File: src/rtl/dual_frame_rd_mux.sv
// Read-side frame mux: reloads the DDR read path on each frame start, then
// answers HDMI pixel requests from one or both camera read FIFOs.
module dual_frame_rd_mux #(
    parameter logic [15:0] BLANK_RGB   = 16'h0000,
    parameter int unsigned LOAD_CYCLES = 4,
    parameter int unsigned XW          = 11
) (
    input  logic          clk,
    input  logic          rst,
    input  logic          enable,
    input  logic [1:0]    mode,
    input  logic          video_vs,
    input  logic          data_req,
    input  logic [XW-1:0] pixel_xpos,
    input  logic [12:0]   h_disp,
    output logic          rd_load,
    output logic          rd_en_1,
    output logic          rd_en_2,
    input  logic [15:0]   rd_data_1,
    input  logic [15:0]   rd_data_2,
    input  logic          rd_empty_1,
    input  logic          rd_empty_2,
    output logic [15:0]   pic_data,
    output logic          pic_valid,
    output logic          frame_active,
    output logic [15:0]   underflow_cnt_1,
    output logic [15:0]   underflow_cnt_2,
    output logic [1:0]    state
);

    localparam logic [1:0] S_IDLE = 2'd0;
    localparam logic [1:0] S_LOAD = 2'd1;
    localparam logic [1:0] S_FILL = 2'd2;
    localparam logic [1:0] S_RUN  = 2'd3;

    localparam int unsigned CW   = 4;
    localparam int unsigned SW   = 12;
    localparam int unsigned CMPW = (XW > SW) ? XW : SW;

    logic          vs_q;
    logic          vs_rise;
    logic          frame_start;
    logic          pix_active;
    logic          lockstep;
    logic          sel_2;
    logic          need_1;
    logic          need_2;
    logic          pop_sel;
    logic          sel_q;
    logic          popped_q;
    logic [1:0]    mode_q;
    logic [SW-1:0] split_q;
    logic [CW-1:0] load_cnt;
    logic [CW-1:0] load_cnt_nxt;
    logic [1:0]    next_state;
    logic          rd_load_nxt;
    logic          unused_hdisp_lsb;

    assign unused_hdisp_lsb = h_disp[0];

    // Frame start qualification and pixel-path enable for this cycle
    assign vs_rise     = video_vs & ~vs_q;
    assign frame_start = vs_rise & enable;
    assign pix_active  = (state == S_RUN) & enable & ~vs_rise;

    // Channel select and per-FIFO demand; single modes pop both FIFOs in lockstep
    assign lockstep = (mode_q != 2'd0);
    assign sel_2    = (mode_q == 2'd2) |
                      ((mode_q == 2'd0) & ~(CMPW'(pixel_xpos) < CMPW'(split_q)));
    assign need_1   = pix_active & data_req & (lockstep | ~sel_2);
    assign need_2   = pix_active & data_req & (lockstep | sel_2);
    assign rd_en_1  = need_1 & ~rd_empty_1;
    assign rd_en_2  = need_2 & ~rd_empty_2;
    assign pop_sel  = sel_2 ? rd_en_2 : rd_en_1;

    // FIFO data arrives the cycle after the pop, so the mux follows the registered select
    assign pic_data = popped_q ? (sel_q ? rd_data_2 : rd_data_1) : BLANK_RGB;

    // Next-state logic: enable loss wins, then frame start restarts LOAD
    always_comb begin
        next_state   = state;
        load_cnt_nxt = load_cnt;
        rd_load_nxt  = 1'b0;
        if (!enable) begin
            next_state = S_IDLE;
        end else if (frame_start) begin
            next_state   = S_LOAD;
            load_cnt_nxt = CW'(LOAD_CYCLES - 1);
            rd_load_nxt  = 1'b1;
        end else begin
            case (state)
                S_LOAD: begin
                    if (load_cnt == '0) begin
                        next_state = S_FILL;
                    end else begin
                        load_cnt_nxt = load_cnt - CW'(1);
                        rd_load_nxt  = 1'b1;
                    end
                end
                S_FILL: begin
                    if (!rd_empty_1 && !rd_empty_2) begin
                        next_state = S_RUN;
                    end
                end
                default: begin
                    next_state = state;
                end
            endcase
        end
    end

    // FSM state, load pulse and frame-start latches
    always_ff @(posedge clk) begin
        if (rst) begin
            vs_q         <= 1'b0;
            state        <= S_IDLE;
            load_cnt     <= '0;
            rd_load      <= 1'b0;
            frame_active <= 1'b0;
            mode_q       <= 2'd0;
            split_q      <= '0;
        end else begin
            vs_q         <= video_vs;
            state        <= next_state;
            load_cnt     <= load_cnt_nxt;
            rd_load      <= rd_load_nxt;
            frame_active <= (next_state == S_RUN);
            if (frame_start) begin
                mode_q  <= (mode == 2'd3) ? 2'd0 : mode;
                split_q <= h_disp[12:1];
            end
        end
    end

    // Request pipeline: one-cycle request-to-pixel latency
    always_ff @(posedge clk) begin
        if (rst) begin
            sel_q     <= 1'b0;
            popped_q  <= 1'b0;
            pic_valid <= 1'b0;
        end else begin
            sel_q     <= sel_2;
            popped_q  <= pop_sel;
            pic_valid <= data_req;
        end
    end

    // Saturating underflow counters, cleared only by reset
    always_ff @(posedge clk) begin
        if (rst) begin
            underflow_cnt_1 <= '0;
            underflow_cnt_2 <= '0;
        end else begin
            if (need_1 && rd_empty_1 && (underflow_cnt_1 != 16'hFFFF)) begin
                underflow_cnt_1 <= underflow_cnt_1 + 16'd1;
            end
            if (need_2 && rd_empty_2 && (underflow_cnt_2 != 16'hFFFF)) begin
                underflow_cnt_2 <= underflow_cnt_2 + 16'd1;
            end
        end
    end

endmodule

File: config.mk
export PLATFORM = sky130hd
export DESIGN_NAME = dual_frame_rd_mux
export DESIGN_NICKNAME = d
export VERILOG_FILES = /design/src/rtl/dual_frame_rd_mux.sv
export SDC_FILE = /design/constraint.sdc
export NUM_CORES = 1
export LEC_CHECK = 0
export ABC_AREA = 1
export BUFFER_PORTS_ARGS = -buffer_cell sky130_fd_sc_hd__buf_4
export CORE_MARGIN = 5
export CORE_UTILIZATION = 46
export DETAILED_ROUTE_END_ITERATION = 7
export GPL_TIMING_DRIVEN = 0
export PLACE_DENSITY = 0.79
export RECOVER_POWER = 25
export SYNTH_ARGS = -nofsm -noshare
export SYNTH_HDL_FRONTEND = slang
export SYNTH_SLANG_ARGS = --single-unit
File: constraint.sdc
create_clock -name clk -period 3.54 [get_ports clk]
set_input_delay 0.531 -clock clk [delete_from_list [all_inputs] [get_ports clk]]
set_output_delay 0.531 -clock clk [all_outputs]
set_load 0.05 [all_outputs]
=== After elaboration in Yosys (flattened, before gate mapping) ===
Cells that the tools add are included.

* Add/subtract/negate cells: 3
* Order comparisons: 1
* Equal/unequal tests: 9
* Multiplexer cells: 15
* Bitwise operators: 20
* Reduce and logical (&&, ||, !) cells: 13

{| class="wikitable"
|+ Operator list
! operator !! number
|-
| adder 16 x 1 -> 16 bit, second input constant || 2
|-
| two-way mux 16 bit || 2
|-
| != test 16 bit, second input constant || 2
|-
| < comparator 11 x 12 -> 1 bit || 1
|-
| two-way mux 4 bit || 3
|-
| bitwise AND 1 bit || 10
|-
| equality test 2 bit, second input constant || 5
|-
| two-way mux 2 bit || 5
|-
| NOT 1 bit || 7
|-
| logical AND 1 bit || 5
|-
| logical NOT 4 bit || 1
|-
| two-way mux 1 bit || 4
|-
| one-hot mux 2 bit (2 select lines) || 1
|-
| nonzero test 2 bit || 2
|-
| subtractor 4 x 1 -> 4 bit, second input constant || 1
|-
| OR 1 bit || 3
|-
| AND reduction 3 bit || 1
|-
| equality test 2 x 1 -> 1 bit, second input constant || 1
|-
| logical NOT 1 bit || 2
|-
| logical NOT 2 bit || 1
|-
| != test 2 bit, second input constant || 1
|-
| OR reduction 2 bit || 1
|}

* Flip-flop bits (word level): 58
* Bits of input ports: 65
* Output and inout bits: 55
* Word-level logic and storage cells: 73

=== Logic depth before layout (Yosys ltp) ===
Gate-level depths: netlist (run 1).

* Word-level depth: 9
* Gate-level depth with buffers: 14
* Depth with buffers taken out: 13

=== Least setup slack after synthesis (run 1) ===
No wires, ideal clock.

* Path type: register -> output
* Start point: register state[1]
* End point: output port rd_en_1
* Arrival: 2235 ps
* Data required time: 3009 ps
* Path slack: 774 ps
* Cell stages (with the launch flop): 9
* Path buffers: 1
* Cell sequence: dfxtp_1 > ha_1 > nand2_1 > nor2_2 > buf_6 > inv_1 > a21oi_1 > inv_1 > nor2_1

* Cells in the longest elaborated chain, start to end: 6

{| class="wikitable"
|+ Ends and longest elaborated chain
! what !! RTL line !! text
|-
| start, declared || 28 || <nowiki>output logic [1:0] state</nowiki>
|-
| start signal, assigned || 124 || <nowiki>state <= next_state;</nowiki>
|-
| equality test 2 bit || 64 || <nowiki>assign pix_active = (state == S_RUN) & enable & ~vs_rise;</nowiki>
|-
| bitwise AND 1 bit (2 in series) || 64 ||
|-
| bitwise AND 1 bit (2 in series) || 70 || <nowiki>assign need_1 = pix_active & data_req & (lockstep | ~sel_2);</nowiki>
|-
| bitwise AND 1 bit || 72 || <nowiki>assign rd_en_1 = need_1 & ~rd_empty_1;</nowiki>
|-
| end, declared || 17 || <nowiki>output logic rd_en_1,</nowiki>
|}

No other way between the ends.

=== Worst setup path in the final report (run 1) ===
* Start point: register split_q[7]
* End point: output port rd_en_1

* Cells in the longest elaborated chain, start to end: 8

{| class="wikitable"
|+ Ends and longest elaborated chain
! what !! RTL line !! text
|-
| start, declared || 52 || <nowiki>logic [SW-1:0] split_q;</nowiki>
|-
| start signal, assigned || 130 || <nowiki>split_q <= h_disp[12:1];</nowiki>
|-
| < comparator 11 x 12 -> 1 bit || 69 || <nowiki>((mode_q == 2'd0) & ~(CMPW'(pixel_xpos) < CMPW'(split_q)));</nowiki>
|-
| NOT 1 bit || 69 ||
|-
| bitwise AND 1 bit || 69 ||
|-
| OR 1 bit || 68 || <nowiki>assign sel_2 = (mode_q == 2'd2) |</nowiki>
|-
| NOT 1 bit || 70 ||
|-
| OR 1 bit || 70 ||
|-
| bitwise AND 1 bit || 70 ||
|-
| bitwise AND 1 bit || 72 ||
|}

No other way between the ends.

==> impl_results.md, run 1 <==
- Num ports: 120
- Standby leakage power: 2.28 nW
- Worst Path Class, Setup: reg -> out
- Fmax achieved: 376 MHz
- Setup TNS Final: 0 ns
- Comb pwr share: 0.135
- Max cap viols: 0
- Classification of the worst-slack hold path: in -> reg
- End point of the critical path: rd_en_1
- Reg-to-reg critical path endpoint: underflow_cnt_1[5]$_SDFFE_PP0P_
- Critical path depth: 12
- Max VDD drop: 0.242 mV
- Maximum count of clock buffers along a single path: 2
- Avg Inst Size Synth: 6.38 um^2
- Switching part of the total: 0.252
- Number of remaining DRC errors: 0
- Final number of max-transition violations: 0
- Relative slew margins: 0.581
- Clock tree root buffer cell: clkbuf_8
- Number of distinct library cell variants in the gate-level netlist after synthesis: 35
- Sum of overflow across all layers after global routing: 0
- Number of inserted diodes: 0
- Final instance area: 4800 um^2
- Worst path max stage delay: 0.31 ns
- Die boundary width: 98.9 um
- Die height: 98.9 um
- Arrival time reported for the critical path endpoint: 2.13 ns
- Instance count of the mapped netlist: 570
- Minimum period implied by the final worst setup slack: 2.66 ns
- Actual transition at the worst max-transition pin: 0.631 ns
- Area growth, synth to finish: 32.0%
- Setup slack on the worst flop-to-flop path: 1.65 ns
- Final number of hold-violating endpoints: 0
- Vias after detailed routing: 3969
- Post-detailed-route via-to-cell ratio: 4.92
- Combined buffer and inverter count along the critical path: 4
- Post-layout utilization of the core: 0.621
- Final net count: 781
- Clk_skew: 0.0113 ns
- Total number of yosys warnings: 0
- Clock latency on the worst-skew pair: 0.35 ns
- Critical path launch point type: flip-flop
- CTS Buf Count: 9
- Internal power component: 0.00123 W
- Worst r2r src: split_q[7]$_SDFFE_PP0P_
- Number of DRC violations after detailed-routing iteration 0: 144
- Core region area: 7730 um^2
- Layout cells sized above 1: 0.199
- Clock tree from TritonCTS: yes
- Clk pwr share: 0.453
- Sequential fraction of the synthesis area: 0.319
- Avg WL per Cell: 12.4 um
- Net switching component of the power: 0.000414 W
- Final hold slack: 0.413 ns
- Antenna viol nets, final: 0
- Largest fanout on the critical path: 2
- Post-CTS setup buffer count: 0
- CP endpoint kind: primary output
- Startpoint of the most critical setup path: split_q[7]$_SDFFE_PP0P_
- Final critical-path share of the clock period: 0.752
- Total of flip-flops plus latches after synthesis: 58
- Unrepaired setup endpoints after global routing: false
- Pre-antenna DRT Iters: 5
- Worst Min Path Start: data_req
- Post-synth net total: 652
- Cts-stage hold buffer count: 0
- Fraction of power consumed by sequential logic: 0.412
- Clock net sink count: 58
- Power Dens Cells: 342 nW/um^2
- Pin count of the biggest net entering global routing: 11
- Total routing resource utilization after global routing: 0.203
- Crit path max-delay family: simple AND/OR/NAND/NOR gates
- Setup violations, final: 0
- Post-placement cell area: 4650 um^2
- Library cell contributing the largest single delay on the critical path: dfxtp_1
- Cell Chain, Critical Path: inv_1 -> ha_1 -> nand2_1 -> nand2_1 -> inv_1 -> nand2_1 -> a21oi_2 -> nand2_2 -> a21oi_1 -> inv_1 -> nor2_1 -> buf_4
- Number of global-route vias before repair: 3855
- Die Area: 9790 um^2
- Starting utilization of the core area: 0.471
- Post_cts resized: 0
- First-pass GRT wire length: 16.5 mm
- Number of levels in the clock H-tree: 3
- Cell row count: 32
- Syn Std Cell Area: 3640 um^2
- Total Routed Length: 10.0 mm
- Number of antenna violations at the first check in global routing: 0
- Cells on worst reg2reg path: 13
- Weighted congestion at the end of routability-driven global placement: 0.992
- CP required: 3.01 ns
- Reg clk slew, reported paths: 0.07 ns
- Post-DP HPWL: 7.73 mm
- Port Buf Inserts: 118
- Status: completed
==> worst reg2reg max path, stage by stage (launching register included) <==
cell and delay, ns:
dfxtp_1 0.31, inv_1 0.05, ha_1 0.29, nand2_1 0.07, nand2_1 0.07, inv_1 0.06
nand2_1 0.06, a21oi_2 0.13, nand2_2 0.09, nand2_4 0.13, nand3_1 0.17, o21ai_0 0.23
inv_1 0.06, nor2_1 0.10
==> synthesized netlist by cell type <==
master | n | area share
inv_2 | 2 | 0.0021
and3_1 | 1 | 0.0017
buf_1 | 4 | 0.0041
nand2_1 | 111 | 0.11
o21ai_0 | 48 | 0.066
nor2_1 | 122 | 0.13
a221oi_1 | 1 | 0.0024
ha_1 | 17 | 0.058
nand3_1 | 14 | 0.019
nand2_2 | 3 | 0.0052
inv_1 | 91 | 0.094
nor2_2 | 6 | 0.010
a21oi_2 | 1 | 0.0024
clkinv_1 | 1 | 0.0010
buf_2 | 1 | 0.0014
nand4_4 | 2 | 0.012
nor2_4 | 2 | 0.0062
nand3_4 | 2 | 0.0096
nor4_1 | 4 | 0.0069
o21bai_2 | 3 | 0.0093
buf_4 | 1 | 0.0021
o211ai_1 | 1 | 0.0021
clkbuf_1 | 9 | 0.0093
nor3_1 | 7 | 0.0096
nand4_1 | 20 | 0.034
dfxtp_1 | 58 | 0.32
a21oi_1 | 23 | 0.032
buf_6 | 2 | 0.0062
o31ai_1 | 1 | 0.0021
and2_1 | 1 | 0.0017
a211oi_1 | 1 | 0.0021
nand2_4 | 3 | 0.0093
o21ai_1 | 1 | 0.0014
nand4_2 | 2 | 0.0069
xor2_1 | 4 | 0.0096
==> power groups by stage <==
stage	Combinational [W]	Clock (W)	Sequential, W
finish	0.000222	0.000744	0.000677
global route	0.000248	0.000783	0.000678
detailed placement	0.000223	0	0.000691
floorplan	0.000126	0	0.000695
CTS	0.000224	0.000753	0.000677
global placement	0.000216	0	0.000691
==> area by class of cell <==
cell class	count	area, um^2
Fill cell	712	2930
Multi-Input combinational cell	401	2040
Sequential cell	58	1160
Timing Repair Buffer	118	803
Inverter	94	353
Clock buffer	11	131
Tap cell	102	128
Clock inverter	5	103
Buffer	17	83.8
==> cell families (layout without fill, tap and decap cells) <==
family | after synthesis | after routing | share of synthesized area
AO/OA/AOI/OAI | 80 | 80 | 0.119
XOR/XNOR | 4 | 4 | 0.00963
adder cells (fa/ha/maj) | 17 | 17 | 0.0585
buffers and inverters | 111 | 245 | 0.120
flip-flops | 58 | 58 | 0.319
AND/OR/NAND/NOR | 300 | 300 | 0.373
==> registers in the layout, indices dropped and copies added (netlist names) <==
name and flops:
underflow_cnt_2 16, state 2, underflow_cnt_1 16, split_q 12, popped_q 1, vs_q 1
load_cnt 4, frame_active 1, pic_valid 1, mode_q 2, sel_q 1, rd_load 1
==> how the worst min path moves through the flow <==
stage               slack (ns)                       to  cells after the start
finish                    0.41     pic_valid$_SDFF_PP0_                      3
global route              0.42     pic_valid$_SDFF_PP0_                      3
CTS                       0.41     pic_valid$_SDFF_PP0_                      3
detailed placement        0.45  split_q[8]$_SDFFE_PP0P_                      2
global placement          0.44  split_q[1]$_SDFFE_PP0P_                      2
floorplan                 0.43  split_q[6]$_SDFFE_PP0P_                      2
==> metrics by stage <==
stage               setup WS [ns]  cells  total power, W
floorplan                   0.774    570        0.000821
global placement            0.909    790        0.000907
detailed placement          0.919    790        0.000915
CTS                         0.842    806         0.00165
global route                0.652    806         0.00171
finish                      0.877    806         0.00164
==> per-layer routing <==
metal,global-route usage,share of wire,vias up
li1,-,-,2057
met1,0.231,0.42,1761
met2,0.360,0.49,132
met3,0.0453,0.071,19
met4,0.0945,0.021,0
met5,0,0,-
==> placed cells by master (no fill, tap or decap), types with 14 or more instances in the layout <==
cell / netlist / routed
clkbuf_1: 9 / 34
dfxtp_1: 58 / 58
nor2_1: 122 / 122
nand4_1: 20 / 20
a21oi_1: 23 / 23
nand3_1: 14 / 14
ha_1: 17 / 17
nand2_1: 111 / 111
buf_4: 1 / 96
o21ai_0: 48 / 48
inv_1: 91 / 91
Power figures use the tool's default switching activity.
==> inputs of run 2 (changes only) <==
==> constraint.sdc (replaced) <==
create_clock -name clk -period 2.6 [get_ports clk]
set_input_delay 0.39 -clock clk [delete_from_list [all_inputs] [get_ports clk]]
set_output_delay 0.39 -clock clk [all_outputs]
set_load 0.05 [all_outputs]
==> impl_results.md, run 2 (same netlist as run 1, synthesis figures left out) <==
- CP required: 2.21 ns (-0.80 ns)
- Reg-to-reg critical path endpoint: underflow_cnt_2[10]$_SDFFE_PP0P_
- Layout cells sized above 1: 0.195 (-0.00371)
- First-pass GRT wire length: 16.9 mm (+2.0%)
- Sum of overflow across all layers after global routing: 0 (unchanged)
- Reg clk slew, reported paths: 0.06 ns (about the same)
- Number of DRC violations after detailed-routing iteration 0: 125 (-13%)
- Maximum count of clock buffers along a single path: 2 (unchanged)
- Num ports: 120 (unchanged)
- Worst slack, placed: 0.202 ns (-0.717 ns)
- CTS Buf Count: 9 (unchanged)
- Fmax achieved: 408 MHz
- Pre-antenna DRT Iters: 5 (unchanged)
- Port Buf Inserts: 118 (unchanged)
- Clock latency on the worst-skew pair: 0.33 ns (-0.02 ns)
- Total routing resource utilization after global routing: 0.204 (+0.000563)
- Final hold slack: 0.284 ns (-0.129 ns)
- Worst Min Path Start: video_vs
- Core region area: 7730 um^2 (unchanged)
- Cells on Worst Hold Path: 3 (unchanged)
- Final number of max-transition violations: 0 (unchanged)
- Relative slew margins: 0.574 (-0.00685)
- Unrepaired setup endpoints after global routing: false
- Antenna viol nets, final: 0 (unchanged)
- Weighted congestion at the end of routability-driven global placement: 0.993 (about the same)
- Max cap viols: 0 (unchanged)
- Setup violations, final: 0 (unchanged)
- Number of global-route vias before repair: 3871 (+0.42%)
- Worst hold path endpoint: vs_q$_SDFF_PP0_
- Largest fanout on the critical path: 10 (+8)
- Area growth, synth to finish: 30.1%
- Filler cell count in the final layout: 745 (+4.6%)
- Setup slack of the critical path after layout: 0.146 ns (-0.731 ns)
- Clk_skew: 0.00561 ns (-0.00570 ns)
- Post-placement cell area: 4650 um^2 (about the same)
- Final net count: 781 (unchanged)
- Arrival time reported for the critical path endpoint: 2.06 ns (-0.07 ns)
- Most common cell after layout, fill and taps aside: nor2_1
- Setup TNS Final: 0 ns (unchanged)
- Critical path launch point type: flip-flop
- Post-detailed-route via-to-cell ratio: 4.91 (-0.36%)
- Minimum period implied by the final worst setup slack: 2.45 ns
- Starting utilization of the core area: 0.471 (unchanged)
- Cells on worst reg2reg path: 13 (unchanged)
- Actual transition at the worst max-transition pin: 0.642 ns (+0.0103 ns)
- Die Area: 9790 um^2 (unchanged)
- Cts-stage hold buffer count: 0 (unchanged)
- Number of antenna violations at the first check in global routing: 0 (unchanged)
- Status: completed
- Avg WL per Cell: 12.5 um (+0.77%)
- Clock net sink count: 58 (unchanged)
- Vias after detailed routing: 3945 (-0.60%)
- Number of remaining DRC errors: 0 (unchanged)
- Standby leakage power: 2.23 nW (-2.0%)
- Max VDD drop: 0.301 mV (+25%)
- Clock tree from TritonCTS: yes
- Pin count of the biggest net entering global routing: 11 (unchanged)
- Setup slack on the worst flop-to-flop path: 0.69 ns (-0.96 ns)
- Post-DP HPWL: 7.82 mm (+1.1%)
- Post-Place Cells: 790 (unchanged)
- Commonest cells after routing, fill and taps aside: nor2_1 (120), nand2_1 (111), buf_4 (94)
- Die boundary width: 98.9 um (unchanged)
- Die height: 98.9 um (unchanged)
- Final critical-path share of the clock period: 0.944
- Worst Path Class, Setup: reg -> out
- Number of levels in the clock H-tree: 3 (unchanged)
- Classification of the worst-slack hold path: in -> reg
- Total Routed Length: 10.1 mm (+0.52%)
- Cell row count: 32 (unchanged)
- Power Dens Cells: 409 nW/um^2 (+20%)
- Final instance area: 4730 um^2 (-1.5%)
- CP endpoint kind: primary output
- Top Registers: underflow_cnt_1: 16 flops, underflow_cnt_2: 16 flops, split_q: 12 flops
- Worst r2r src: split_q[9]$_SDFFE_PP0P_
- Clock tree root buffer cell: clkbuf_8
- Number of inserted diodes: 0 (unchanged)
- Final Non-Filler Cells: 804 (-0.25%)
- Final number of hold-violating endpoints: 0 (unchanged)
run 2: changes by cell type in the layout (fill, tap and decap cells not counted), sizes merged:
cell / before / now
clkbuf: 44 / 48
bufinv: 3 / 0
clkinv: 2 / 1
buf: 102 / 101
clkinvlp: 1 / 0
run 2: critical path, cell delays in order, from the launching register on:
cell	delay (ns)
dfxtp_1	0.31
inv_1	0.05
ha_1	0.29
nand2_1	0.09
nor2_4	0.15
nand2_2	0.07
nor2_2	0.09
nand2_2	0.10
nand3_4	0.20
nand2_4	0.09
nor2_4	0.12
buf_6	0.18
run 2: cell type report:
class                   instances  area (um^2)  share of cell area
plain buffers                  17         83.8              0.0177
clock buffers                  14          153              0.0323
inverters                      94          353              0.0746
multi-input cells             401         2050               0.434
flip-flops and latches         58         1160               0.245
well taps                     102          128              0.0270
repair buffers                118          800               0.169
run 2: repair_timing:
action                                  CTS  global route
endpoints found under the setup margin    1             2
setup buffers                             0             0
pin swaps                                 0             0
resized for setup                         1             3
run 2: worst max path at each step:
stage	start	endpoint
global placement	pixel_xpos[9]	rd_en_2
finish	split_q[9]$_SDFFE_PP0P_	rd_en_2
detailed placement	pixel_xpos[9]	rd_en_2
global route	split_q[7]$_SDFFE_PP0P_	rd_en_1
floorplan	state[1]$_SDFF_PP0_	rd_en_2
CTS	split_q[9]$_SDFFE_PP0P_	rd_en_2
run 2: where the power goes:
part / switching (W) / internal, W
Sequential: 0.0000118 / 0.000910
Combinational: 0.000178 / 0.000127
Clock: 0.000344 / 0.000363
Total: 0.000534 / 0.00140
run 2: routing by layer:
metal / up-vias / global-route usage / share of wire
met5: - / 0 / 0
met4: 0 / 0.0756 / 0.015
met3: 18 / 0.0403 / 0.073
met2: 134 / 0.355 / 0.48
met1: 1742 / 0.247 / 0.43
li1: 2051 / - / -
run 2: metrics by stage:
stage	power, W	utilization
2_1_floorplan	0.00112	-
3_3_place_gp	0.00124	0.602
3_5_place_dp	0.00125	0.602
4_1_cts	0.00195	0.622
5_1_grt	0.00202	0.612
6_report	0.00193	0.612
==> inputs of run 3 (changes only) <==
--- a/config.mk
+++ b/config.mk
@@ -7,6 +7,7 @@
 export LEC_CHECK = 0
 export ABC_AREA = 1
 export BUFFER_PORTS_ARGS = -buffer_cell sky130_fd_sc_hd__buf_4
+export CORE_ASPECT_RATIO = 1.1
 export CORE_MARGIN = 5
 export CORE_UTILIZATION = 46
 export DETAILED_ROUTE_END_ITERATION = 7
==> constraint.sdc (replaced) <==
create_clock -name clk -period 2.6 [get_ports clk]
set_input_delay 0.39 -clock clk [delete_from_list [all_inputs] [get_ports clk]]
set_output_delay 0.39 -clock clk [all_outputs]
set_load 0.005 [all_outputs]
==> impl_results.md, run 3 (same netlist as run 1, synthesis figures left out) <==
- Unrepaired setup endpoints after global routing: false
- Number of inserted diodes: 0 (unchanged)
- Reg clk slew, reported paths: 0.07 ns (about the same)
- Die Area: 9790 um^2 (about the same)
- Number of antenna violations at the first check in global routing: 0 (unchanged)
- Standby leakage power: 2.36 nW (+5.5%)
- Final number of hold-violating endpoints: 0 (unchanged)
- Post-layout utilization of the core: 0.624 (+0.0115)
- Top Registers: underflow_cnt_1: 16 flops, underflow_cnt_2: 16 flops, split_q: 12 flops
- Largest fanout on the critical path: 2 (-8)
- Post-Place Cells: 796 (+0.76%)
- Layout cells sized above 1: 0.232 (+0.0371)
- Final Non-Filler Cells: 814 (+1.2%)
- Reg-to-reg critical path endpoint: underflow_cnt_2[6]$_SDFFE_PP0P_
- Final number of max-transition violations: 0 (unchanged)
- Relative slew margins: 0.640 (+0.0655)
- Number of global-route vias before repair: 3861 (-0.26%)
- CP endpoint kind: primary output
- Port Buf Inserts: 118 (unchanged)
- Power Dens Cells: 442 nW/um^2 (+8.1%)
- Status: completed
- Final hold slack: 0.290 ns (+0.00579 ns)
- Setup slack on the worst flop-to-flop path: 0.66 ns (-0.03 ns)
- Clock net sink count: 58 (unchanged)
- Cell row count: 34 (+6.3%)
- Area growth, synth to finish: 34.2%
- Clock tree from TritonCTS: yes
- Post-DP HPWL: 7.83 mm (+0.17%)
- Final critical-path share of the clock period: 0.927 (-0.0163)
- Core region area: 7830 um^2 (+1.3%)
- Starting utilization of the core area: 0.465 (-0.00602)
- CP required: 2.21 ns (about the same)
- Worst path max stage delay: 0.31 ns (about the same)
- Arrival time reported for the critical path endpoint: 2.02 ns (-0.04 ns)
- Most common cell after layout, fill and taps aside: nor2_1
- Worst Path Class, Setup: reg -> out
- Clock latency on the worst-skew pair: 0.34 ns (about the same)
- Combined buffer and inverter count along the critical path: 4 (+2)
- Setup TNS Final: 0 ns (unchanged)
- Final net count: 783 (+0.26%)
- Critical path depth: 12 (+1)
- Classification of the worst-slack hold path: in -> reg
- Cells on worst reg2reg path: 14 (+1)
- Antenna viol nets, final: 0 (unchanged)
- Clock tree root buffer cell: clkbuf_8
- Vias after detailed routing: 4029 (+2.1%)
- Filler cell count in the final layout: 768 (+3.1%)
- Number of levels in the clock H-tree: 3 (unchanged)
- Commonest cells after routing, fill and taps aside: nor2_1 (121), nand2_1 (111), buf_4 (94)
- Minimum period implied by the final worst setup slack: 2.41 ns (-0.0423 ns)
- Avg WL per Cell: 12.4 um (-0.49%)
- Num ports: 120 (unchanged)
- Total Routed Length: 10.1 mm (+0.75%)
- End point of the critical path: rd_en_1
- Cell Chain, Critical Path: inv_1 -> ha_1 -> nand2_1 -> nand2_1 -> inv_1 -> nand2_1 -> a21oi_2 -> nand2_2 -> a21oi_1 -> inv_1 -> nor2_2 -> buf_4
- Critical path launch point type: flip-flop
- Die height: 103 um (+4.4%)
- Library cell contributing the largest single delay on the critical path: dfxtp_1
- Sum of overflow across all layers after global routing: 0 (unchanged)
- Number of DRC violations after detailed-routing iteration 0: 173 (+38%)
- Maximum count of clock buffers along a single path: 2 (unchanged)
- Number of remaining DRC errors: 0 (unchanged)
- First-pass GRT wire length: 16.5 mm (-1.9%)
- Fmax achieved: 415 MHz (+1.8%)
- Worst r2r src: split_q[9]$_SDFFE_PP0P_
- Max cap viols: 0 (unchanged)
- Pre-antenna DRT Iters: 5 (unchanged)
- Weighted congestion at the end of routability-driven global placement: 0.846 (-15%)
- CTS Buf Count: 9 (unchanged)
- Pin count of the biggest net entering global routing: 11 (unchanged)
- Cts-stage hold buffer count: 0 (unchanged)
- Actual transition at the worst max-transition pin: 0.541 ns (-0.101 ns)
- Crit path max-delay family: simple AND/OR/NAND/NOR gates
- Die boundary width: 94.8 um (-4.2%)
- Total routing resource utilization after global routing: 0.207 (+0.00304)
- Startpoint of the most critical setup path: split_q[7]$_SDFFE_PP0P_
- Setup violations, final: 0 (unchanged)
- Max VDD drop: 0.324 mV (+7.4%)
- Clk_skew: 0.00979 ns (+0.00418 ns)
- Post-detailed-route via-to-cell ratio: 4.95 (+0.87%)
==> run 3: changes by cell type in the layout (fill, tap and decap cells not counted), sizes merged <==
cell	previous run	this run
clkbuf	48	47
buf	101	100
bufinv	0	2
clkinv	1	5
==> run 3: cell type report <==
type                       count  area (um^2)  area share
multi-input combinational    401         2040       0.418
sequential                    58         1160       0.238
timing repair buffer         120          890       0.182
inverter                      94          353      0.0723
clock buffer                  10          138      0.0282
tap                          108          135      0.0277
buffer                        17         83.8      0.0172
clock inverter                 6         80.1      0.0164
==> run 3: power by group <==
part / internal [W] / total, W / switching (W) / leakage (nW)
logic: 0.000134 / 0.000303 / 0.000169 / 1.77
clock network: 0.000559 / 0.000932 / 0.000373 / 0.116
registers: 0.000910 / 0.000923 / 0.0000128 / 0.471
total: 0.00160 / 0.00216 / 0.000555 / 2.36
==> run 3: tightest hold or removal path, stage by stage <==
cell,delay [ns]
buf_4,0.07
inv_1,0.05
nor2_1,0.07
==> run 3: stage by stage <==
stage               setup slack (ns)  power [W]  area [um^2]
floorplan                      0.735    0.00111         3640
global placement               0.345    0.00123         4660
detailed placement             0.310    0.00124         4660
CTS                            0.102    0.00216         4880
global route                  0.0247    0.00226         4880
finish                         0.189    0.00216         4880
==> run 3: timing repair <==
action,4_1_cts,5_1_grt
setup buffers,0,2
setup endpoints to repair,0,2
gates resized for setup,0,1
==> run 3: per-layer routing <==
layer / global-route usage / routed length [um] / up-vias
met3: 0.0478 / 819 / 14
met1: 0.229 / 4090 / 1809
met4: 0.0799 / 145 / 0
met2: 0.383 / 5080 / 138
li1: - / - / 2068
met5: 0 / 0 / -
==> run 3: worst min path at each step <==
stage                             from  cells past startpoint                 endpoint
3_5_place_dp   split_q[5]$_SDFFE_PP0P_                      2  split_q[5]$_SDFFE_PP0P_
3_3_place_gp   split_q[6]$_SDFFE_PP0P_                      2  split_q[6]$_SDFFE_PP0P_
4_1_cts                       video_vs                      3          vs_q$_SDFF_PP0_
5_1_grt                       data_req                      3     pic_valid$_SDFF_PP0_
2_1_floorplan  split_q[6]$_SDFFE_PP0P_                      2  split_q[6]$_SDFFE_PP0P_
6_report                      video_vs                      3          vs_q$_SDFF_PP0_
